## config.mk

```make
export PLATFORM = sky130hd
export DESIGN_NAME = vram_scan_reader
export DESIGN_NICKNAME = d
export VERILOG_FILES = /design/src/rtl/vram_scan_reader_pkg.sv /design/src/rtl/vram_scan_reader_sync_fifo.sv /design/src/rtl/vram_scan_reader.sv
export SDC_FILE = /design/constraint.sdc
export NUM_CORES = 1
export LEC_CHECK = 0
export ABC_AREA = 1
export CORE_AREA = 2 2 112 114
export DETAILED_ROUTE_END_ITERATION = 8
export DIE_AREA = 0 0 114 116
export PLACE_DENSITY = 0.62
export SLEW_MARGIN = 20
export SYNTH_ARGS = -nofsm -noshare
export SYNTH_HDL_FRONTEND = slang
export SYNTH_SLANG_ARGS = --single-unit
```

## constraint.sdc

```tcl
create_clock -name clk -period 3.07 [get_ports clk]
set_clock_uncertainty 0.15 [all_clocks]
set_input_delay 0.614 -clock clk [delete_from_list [all_inputs] [get_ports clk]]
set_output_delay 0.614 -clock clk [all_outputs]
set_load 0.02 [all_outputs]
```

## src/rtl/vram_scan_reader_pkg.sv

```systemverilog
// Shared constants and types for the VRAM scan reader: screen geometry, read latency,
// scan FSM states and the per-read tag carried alongside an in-flight VRAM access.
package vram_scan_pkg;
  localparam int COLS_64    = 64;
  localparam int ROWS_64    = 16;
  localparam int COLS_80    = 80;
  localparam int ROWS_80    = 24;
  localparam int RD_LATENCY = 2;

  typedef enum logic [1:0] {IDLE, FETCH, DRAIN} scan_state_e;

  typedef struct packed {
    logic vld;
    logic sol;
    logic eof;
  } rd_tag_t;
endpackage

```

## src/rtl/vram_scan_reader_sync_fifo.sv

```systemverilog
// Small synchronous FIFO with occupancy count; head entry is visible combinationally.
module sync_fifo #(
  parameter int W     = 10,
  parameter int DEPTH = 4,
  parameter int CW    = $clog2(DEPTH) + 1
) (
  input  logic          clk,
  input  logic          reset_n,
  input  logic          push_i,
  input  logic [W-1:0]  wdata_i,
  input  logic          pop_i,
  output logic [W-1:0]  rdata_o,
  output logic          empty_o,
  output logic [CW-1:0] count_o
);
  localparam int AW = $clog2(DEPTH);

  logic [W-1:0]  mem_q [DEPTH];
  logic [AW-1:0] wptr_q, rptr_q;
  logic [CW-1:0] cnt_q;
  logic          do_push, do_pop;

  assign do_pop  = pop_i && (cnt_q != '0);
  assign do_push = push_i && ((cnt_q != CW'(DEPTH)) || do_pop);

  always_ff @(posedge clk or negedge reset_n) begin
    if (!reset_n) begin
      wptr_q <= '0;
      rptr_q <= '0;
      cnt_q  <= '0;
    end else begin
      if (do_push) wptr_q <= wptr_q + 1'b1;
      if (do_pop)  rptr_q <= rptr_q + 1'b1;
      cnt_q <= cnt_q + CW'(do_push) - CW'(do_pop);
    end
  end

  always_ff @(posedge clk) begin
    if (do_push) mem_q[wptr_q] <= wdata_i;
  end

  assign rdata_o = mem_q[rptr_q];
  assign empty_o = (cnt_q == '0);
  assign count_o = cnt_q;
endmodule

```

## src/rtl/vram_scan_reader.sv

```systemverilog
// Walks one frame of character cells out of VRAM port B and streams the bytes, tagged with
// start-of-line / end-of-frame, through a credit-limited FIFO to the pixel path.
module vram_scan_reader
  import vram_scan_pkg::*;
#(
  parameter int ADDR_W     = 14,
  parameter int DATA_W     = 8,
  parameter int FIFO_DEPTH = 4
) (
  input  logic              clk,
  input  logic              reset_n,
  input  logic              frame_start,
  input  logic              mode_80,
  input  logic [ADDR_W-1:0] base_addr,
  output logic [ADDR_W-1:0] ram_ad,
  output logic              ram_ce,
  output logic              ram_oce,
  output logic              ram_wre,
  input  logic [DATA_W-1:0] ram_dout,
  output logic [DATA_W-1:0] char_data,
  output logic              char_sol,
  output logic              char_eof,
  output logic              char_valid,
  input  logic              char_ready,
  output logic              busy,
  output logic              frame_done
);
  localparam int CW = $clog2(FIFO_DEPTH) + 1;
  localparam int IW = $clog2(RD_LATENCY + 1);
  localparam int SW = CW + 1;
  localparam int FW = DATA_W + 2;

  scan_state_e       state_q, state_d;
  logic [ADDR_W-1:0] addr_q, addr_d;
  logic [6:0]        col_q, col_d, cols;
  logic [4:0]        row_q, row_d, rows;
  logic              mode_q, mode_d;
  rd_tag_t           pipe_q [1:RD_LATENCY];
  logic [IW-1:0]     inflight;
  logic [CW-1:0]     fifo_cnt;
  logic              fifo_empty, has_credit, last_col, last_row, pop;
  logic [FW-1:0]     fifo_head;

  assign cols     = mode_q ? 7'(COLS_80) : 7'(COLS_64);
  assign rows     = mode_q ? 5'(ROWS_80) : 5'(ROWS_64);
  assign last_col = (col_q == cols - 7'd1);
  assign last_row = (row_q == rows - 5'd1);

  always_comb begin
    inflight = '0;
    for (int i = 1; i <= RD_LATENCY; i++) inflight = inflight + IW'(pipe_q[i].vld);
  end

  // Credit uses registered occupancy only, so a pop frees a slot one cycle later.
  assign has_credit = (SW'(fifo_cnt) + SW'(inflight)) < SW'(FIFO_DEPTH);

  always_comb begin
    state_d    = state_q;
    addr_d     = addr_q;
    col_d      = col_q;
    row_d      = row_q;
    mode_d     = mode_q;
    ram_ce     = 1'b0;
    frame_done = 1'b0;
    case (state_q)
      IDLE: if (frame_start) begin
        state_d = FETCH;
        mode_d  = mode_80;
        addr_d  = base_addr;
        col_d   = '0;
        row_d   = '0;
      end
      FETCH: if (has_credit) begin
        ram_ce = 1'b1;
        addr_d = addr_q + 1'b1;
        if (last_col) begin
          col_d = '0;
          row_d = row_q + 5'd1;
          if (last_row) state_d = DRAIN;
        end else begin
          col_d = col_q + 7'd1;
        end
      end
      DRAIN: if ((inflight == '0) && fifo_empty) begin
        state_d    = IDLE;
        frame_done = 1'b1;
      end
      default: state_d = IDLE;
    endcase
  end

  always_ff @(posedge clk or negedge reset_n) begin
    if (!reset_n) begin
      state_q <= IDLE;
      addr_q  <= '0;
      col_q   <= '0;
      row_q   <= '0;
      mode_q  <= 1'b0;
      for (int i = 1; i <= RD_LATENCY; i++) pipe_q[i] <= '0;
    end else begin
      state_q <= state_d;
      addr_q  <= addr_d;
      col_q   <= col_d;
      row_q   <= row_d;
      mode_q  <= mode_d;
      pipe_q[1] <= '{vld: ram_ce, sol: (col_q == '0), eof: (last_col && last_row)};
      for (int i = 2; i <= RD_LATENCY; i++) pipe_q[i] <= pipe_q[i-1];
    end
  end

  assign pop = char_valid && char_ready;

  sync_fifo #(.W(FW), .DEPTH(FIFO_DEPTH), .CW(CW)) u_fifo (
    .clk     (clk),
    .reset_n (reset_n),
    .push_i  (pipe_q[RD_LATENCY].vld),
    .wdata_i ({ram_dout, pipe_q[RD_LATENCY].sol, pipe_q[RD_LATENCY].eof}),
    .pop_i   (pop),
    .rdata_o (fifo_head),
    .empty_o (fifo_empty),
    .count_o (fifo_cnt)
  );

  // Stream fields are forced to zero when nothing is buffered.
  assign char_valid = !fifo_empty;
  assign {char_data, char_sol, char_eof} = fifo_empty ? '0 : fifo_head;

  assign ram_ad  = addr_q;
  assign ram_oce = 1'b1;
  assign ram_wre = 1'b0;
  assign busy    = (state_q != IDLE);
endmodule

```

==> impl_metrics.csv <==
group,metric,value,unit
global_routing,grt.overflow.total,0,
placement,dp_hpwl,5.80,mm
yosys,synth_edf_count,40,
finish,diodes,0,
power_and_ir_drop,switching_share,41.3,%
route,wirelength,8.52,mm
yosys,synth_area,4100,sq um
outcome,status,"finished clean",
yosys,syn_inst,455,
yosys,yosys.area_share.simple,23.7,%
timing,report.final.hold_viol_count,0,
yosys,synthAdderAreaFrac,4.46,%
timing,setup_tns,0,ps
placement,place.gp.congestion,0.818,
yosys,synth_seq_cells,82,
timing,period_share,95.5,%
timing,fin_crit,2930,ps
power_and_ir_drop,p_int,3080,uW
yosys,netlist_top_cells_area,"edfxtp_1 29%, dfrtp_1 26%, nand2_1 8.7%, nor2_1 6.5%, inv_1 4.1%",
clock_network,clk_latency,350,ps
worst_setup_path,arrival,2170,ps
yosys,synthDominantCellAreaShare,29.3,%
yosys,ys_async_sr_fraction,51.2,%
clock_network,clk_pin_slew,60,ps
yosys,synth_common_cells,"95 x nand2_1, 71 x nor2_1, 45 x inv_1",
placement,port_buffers,54,
finish,finish.utilization,43.0,%
clock_network,tritoncts,"built",
global_routing,grt_pass1_vias,3121,
power_and_ir_drop,seqPwrFrac,32.7,%
yosys,yosysTopAreaCell,"edfxtp_1",
power_and_ir_drop,clockPowerShare,20.8,%
worst_setup_path,crit_type,"register to output pin",
yosys,synthMuxAreaShare,0.244,%
route,wl_per_cell,12.8,um
power_and_ir_drop,p_per_area,1020,nW/um^2
yosys,yosys.cell_types.count,34,
power_and_ir_drop,power.leakage,0.00224,uW
finish,syn2layout_area_growth,25.1,%
finish,final_nets,556,
route,drt_pre_antenna_iters,4,
floorplanning,io-pin-count,57,
timing,rsz0062_at_grt,"no",
finish,drive_above_1_share,9.04,%
route,vias,3135,
floorplanning,dieArea,13200,sq um
power_and_ir_drop,p_sw,2160,uW
floorplanning,core,11900,sq um
timing,finalSetupViolations,0,
yosys,yosysMostFrequentCell,"nand2_1",
yosys,synth_warnings,0,
worst_setup_path,cp.required,2310,ps
floorplanning,die_y,116,um
clock_network,cts_made_buffers,9,
route,vias_per_cell,4.70,
floorplanning,initial_core_util,34.4,%
timing,max_freq,0.341,GHz
worst_setup_path,crit_fanout,3,
clock_network,cts-root-buf,"clkbuf_16",
floorplanning,die_w,114,um
global_routing,grt_max_degree,43,
yosys,synth_top_family_by_area,"simple AND/OR/NAND/NOR gates",
yosys,synth_compound_area_share,7.45,%
global_routing,grt_pass1_wl,14.2,mm
flow_run,cap_violations,0,
timing,holdWs,96.7,ps
power_and_ir_drop,comb_power_share,46.5,%
route,drt_iter0_drc,151,
clock_network,post_cts_buffers,0,
global_routing,grt_antenna_before_repair,0,
route,drc,0,
yosys,postSynthAreaPerCell,9.01,sq um
worst_hold_path,holdCritPathClass,"input port to asynchronous set/reset pin",
route,drtAntennaViolNets,0,
worst_setup_path,startpoint_type,"register",
floorplanning,rows,40,
clock_network,ctsHtreeMaxLevel,3,
power_and_ir_drop,ir_drop,0.454,mV
clock_network,clock_sinks,82,
timing,worst_slew_pin_slew,538,ps
yosys,synth_seq_area_share,55.0,%
global_routing,track_usage,13.8,%
clock_network,clock_path_buffers,2,
worst_setup_path,cp-end-kind,"output pin",
yosys,synth_flop_cell,"dfrtp_1",
clock_network,ctsHoldBuffers,0,
clock_network,cts_resized,0,
yosys,syn-num-nets,496,
timing,finalMaxSlewViolations,0,
timing,slew_headroom,64.2,%
yosys,synth_xor_xnor_area_share,2.14,%
## per-stage QoR
step           cells  setup slack (ps)  cell area [sq um]  power [uW]
2_1_floorplan    455              1020               4100        3340
3_3_place_gp     650               500               4800        4120
3_5_place_dp     650               396               4800        4180
4_1_cts          666               102               5100        5300
5_1_grt          667              34.9               5120        5650
6_report         667               139               5120        5240
## cell families after synthesis
logic type                 after synthesis
xor gates and xnor gates                10
other                                    2
and+or+nand+nor                        222
AOI/OAI and AO/OA                       59
buffers and inverters                   65
adders and majority gates               14
DFF                                     82
muxes                                    1
## cells in the final DEF, fill, tap and decap left out, drive strengths merged, types with 10 or more instances in the layout
| cell type | instances |
|---|---|
| a21oi | 18 |
| buf | 12 |
| clkbuf | 10 |
| clkdlybuf4s50 | 53 |
| dfrtp | 42 |
| edfxtp | 40 |
| ha | 13 |
| inv | 51 |
| nand2 | 99 |
| nand3 | 31 |
| nor2 | 75 |
| o21ai | 37 |
## final timing paths
check / start / slack, ps / depth (start not counted) / to
hold reg to reg: pipe_q[4]$_DFF_PN0_ / 200 / 0 / pipe_q[1]$_DFF_PN0_
hold / removal: reset_n / 100 / 1 / ram_ad[8]$_DFFE_PN0P_
setup / recovery: pipe_q[5]$_DFF_PN0_ / 140 / 8 / ram_ce
setup reg to reg: u_fifo.count_o[1]$_DFF_PN0_ / 770 / 9 / u_fifo.count_o[2]$_DFF_PN0_
min in group clk: pipe_q[4]$_DFF_PN0_ / 200 / 0 / pipe_q[1]$_DFF_PN0_
max in group asynchronous: reset_n / 2170 / 2 / u_fifo.count_o[0]$_DFF_PN0_
## worst max-delay path, cell delays in order (launching register included)
cell and delay [ps]:
dfrtp_1 390, ha_1 210, ha_1 270, nand3_1 80
nand2_1 50, inv_1 100, nand2_4 70, inv_1 70
clkdlybuf4s50_1 600
## cell type report
cell class              instances  area (sq um)
clock buffers                  10           229
clock inverters                 6          72.6
fillers                      1166          6790
inverters                      49           184
multi-input cells             308          1570
flip-flops and latches         82          2250
well taps                     147           184
repair buffers                 65           638
## metal layers
metal	routed length, um	GRT usage, %
met1	3870	16.8
met2	4060	23.2
met3	444	3.92
met4	136	5.53
met5	0	0
## sequential cells by signal, indices dropped and copies added (netlist names)
register,flops
u_fifo.rptr_q,2
u_fifo.count_o,3
ram_ad,14
pipe_q,6
state_q,2
u_fifo.wptr_q,2
col_q,7
u_fifo.mem_q,40
mode_q,1
row_q,5
## power by group through the flow
stage	Sequential [uW]	Clock (uW)	Combinational, uW
finish	1720	1090	2440
global route	1760	1170	2720
CTS	1720	1120	2460
detailed placement	1730	0	2450
global placement	1720	0	2400
floorplan	1790	0	1550
(Power assumes the default switching activity.)
==> patch (config.mk and constraints unchanged) <==
`addr_q` no longer has a reset.
--- a/src/rtl/vram_scan_reader.sv
+++ b/src/rtl/vram_scan_reader.sv
@@ -92,20 +92,22 @@
   always_ff @(posedge clk or negedge reset_n) begin
     if (!reset_n) begin
       state_q <= IDLE;
-      addr_q  <= '0;
       col_q   <= '0;
       row_q   <= '0;
       mode_q  <= 1'b0;
       for (int i = 1; i <= RD_LATENCY; i++) pipe_q[i] <= '0;
     end else begin
       state_q <= state_d;
-      addr_q  <= addr_d;
       col_q   <= col_d;
       row_q   <= row_d;
       mode_q  <= mode_d;
       pipe_q[1] <= '{vld: ram_ce, sol: (col_q == '0), eof: (last_col && last_row)};
       for (int i = 2; i <= RD_LATENCY; i++) pipe_q[i] <= pipe_q[i-1];
     end
+  end
+
+  always_ff @(posedge clk) begin
+    addr_q <= addr_d;
   end
 
   assign pop = char_valid && char_ready;
Behaviour: not the same (a bounded check fails within 4 cycles, from zero or initial values and one cycle with reset_n low).
==> patch against the original RTL <==
- worst setup slack worse by 0.011 ns
- area after synthesis is 2.5% lower
- via count is 7.0% lower
- final area is 2.5% lower
- routed wire length is 3.6% lower
- critical path type unchanged
- sequential cell count stayed put
- largest power group unchanged
- power is 3.1% lower
- global-route usage is 0.71 points lower
- sequential share of layout area is 2.5 points higher
- count of clock-buffer cells in the layout is 1 lower
- clock power is 8% lower
- final cell count is 4.8% lower
==> patch: results (changes against the original RTL) <==
| Metric | Value |
|---|---|
| Critical Path Fanout Max | 20 (+17) |
| Reg-to-reg setup timing slack | 0.79 ns (+0.02 ns) |
| Worst r2r dst | u_fifo.count_o[2] |
| DR vias/cell | 4.591 (-2.3%) |
| Top cells by area, synth | edfxtp_1 (41%), dfrtp_1 (18%), nand2_1 (7.5%) |
| Asr flop ratio synth | 34.15% (-17 points) |
| Pin count of the biggest net entering global routing | 29 (-33%) |
| CTS H-tree lvls | 3 (unchanged) |
| Final wirelength | 8.211 mm (-3.6%) |
| Port Buffers | 54 (unchanged) |
| Post-synthesis sequential area ratio | 58.15% (+3.2 points) |
| Worst-skew pair later-pin latency | 0.34 ns |
| Initial antenna violation count | 0 (unchanged) |
| Worst Hold Endpoint | pipe_q[1] |
| First-pass GRT wire length | 13.49 mm (-5.1%) |
| Router iterations before antenna repair | 4 (unchanged) |
| Worst min path class | register to register |
| HPWL Detailed | 5.553 mm (-4.3%) |
| Leak pwr | 0.002111 µW (-5.7%) |
| Worst path arrival time | 2.18 ns |
| Synth unique cells | 33 (-2.9%) |
| Syn_nets | 463 (-6.7%) |
| Synth cell count leaders | nand2_1 (80), nor2_1 (69), edfxtp_1 (54) |
| CP Launch Point | u_fifo.rptr_q[0] |
| Vias in the first global route | 2781 (-11%) |
| Number of CTS-inserted buffers | 9 (unchanged) |
| Number of synthesized flops with an enable pin | 54 (+35%) |
| YS warnings | 0 (unchanged) |
| Most used DFF post-synth | edfxtp_1 |
| Root buffer cell | clkbuf_16 |
| Status | completed |
| CTS clk-pin slew, worst paths | 0.06 ns (about the same) |
| Layout cells sized above 1 | 7.787% (-1.3 points) |
| First DRT Iteration DRCs | 234 (+55%) |
| Max reg flops | 40 (unchanged) |
| Overall Global Routing Usage | 13.07% (-0.71 points) |
| Worst path slowest cell | clkdlybuf4s50_1 |
| Peak VDD IR | 502.5 µV (+11%) |
| Worst path max stage delay | 0.64 ns (+0.04 ns) |
| GPL Wtd Cong | 0.8240 (+0.72%) |
| Worst slew margin | 64.14% (about the same) |
| Fin nets | 524 (-5.8%) |
| FILL cells | 1167 (+0.086%) |
patch: logic make-up after synthesis:
kind of cell	synth area share, %
AOI/OAI and AO/OA	6.955
xor gates and xnor gates	1.535
adders and majority gates	4.574
buffers and inverters	6.359
DFF	58.15
other	0.1880
and+or+nand+nor	22.24
patch: how the worst max path moves through the flow:
stage,slack [ns],cells past startpoint,to
4_1_cts,0.04,8,ram_ce
2_1_floorplan,1.02,8,u_fifo.count_o[2]
3_5_place_dp,0.42,8,ram_ce
6_report,0.13,4,char_sol
5_1_grt,0.003,4,char_sol
3_3_place_gp,0.45,8,ram_ce
patch: metal layers:
metal,up-vias,global-route usage [%],share of wire [%]
met3,7,4.393,4.8
met1,1338,16.94,47
met5,-,0,0
li1,1509,-,-
met4,0,2.927,0.77
met2,61,21.43,47
patch: report_power, final:
part           switching [µW]  internal, µW  total, µW
registers                 238          1560       1790
logic                    1390           890       2280
clock network             450           553       1000
patch: cell type report:
class / count / area (µm²) / area share, %
Sequential cell: 82 / 2322 / 46.48
Clock buffer: 9 / 225.2 / 4.508
Inverter: 49 / 183.9 / 3.681
Timing Repair Buffer: 63 / 610.6 / 12.22
Clock inverter: 7 / 52.55 / 1.052
Tap cell: 147 / 183.9 / 3.681
Multi-Input combinational cell: 278 / 1418 / 28.37
patch: metrics by stage:
stage / cell area (µm²) / setup slack, ns / total power, µW / instances / hold slack, ns
final: 4996 / 0.1275 / 5078 / 635 / 0.2038
after CTS: 4994 / 0.04422 / 5134 / 635 / 0.2022
after global routing: 4996 / 0.003163 / 5479 / 635 / 0.2137
after floorplan: 3994 / 1.020 / 3256 / 422 / 0.1684
after detailed placement: 4716 / 0.4180 / 4114 / 619 / 0.1886
after global placement: 4716 / 0.4463 / 4066 / 619 / 0.1910
patch: worst max-delay path, delay by kind of cell, from the launching register on:
| family | cells | cell delay [ns] |
|---|---|---|
| AO/OA/AOI/OAI | 2 | 0.43 |
| flip-flops | 1 | 0.38 |
| buffers and inverters | 2 | 1.04 |
patch: timing repair:
action / in CTS / in global routing
setup buffers: 0 / 0
resized for setup: 0 / 1
setup endpoints to repair: 0 / 1
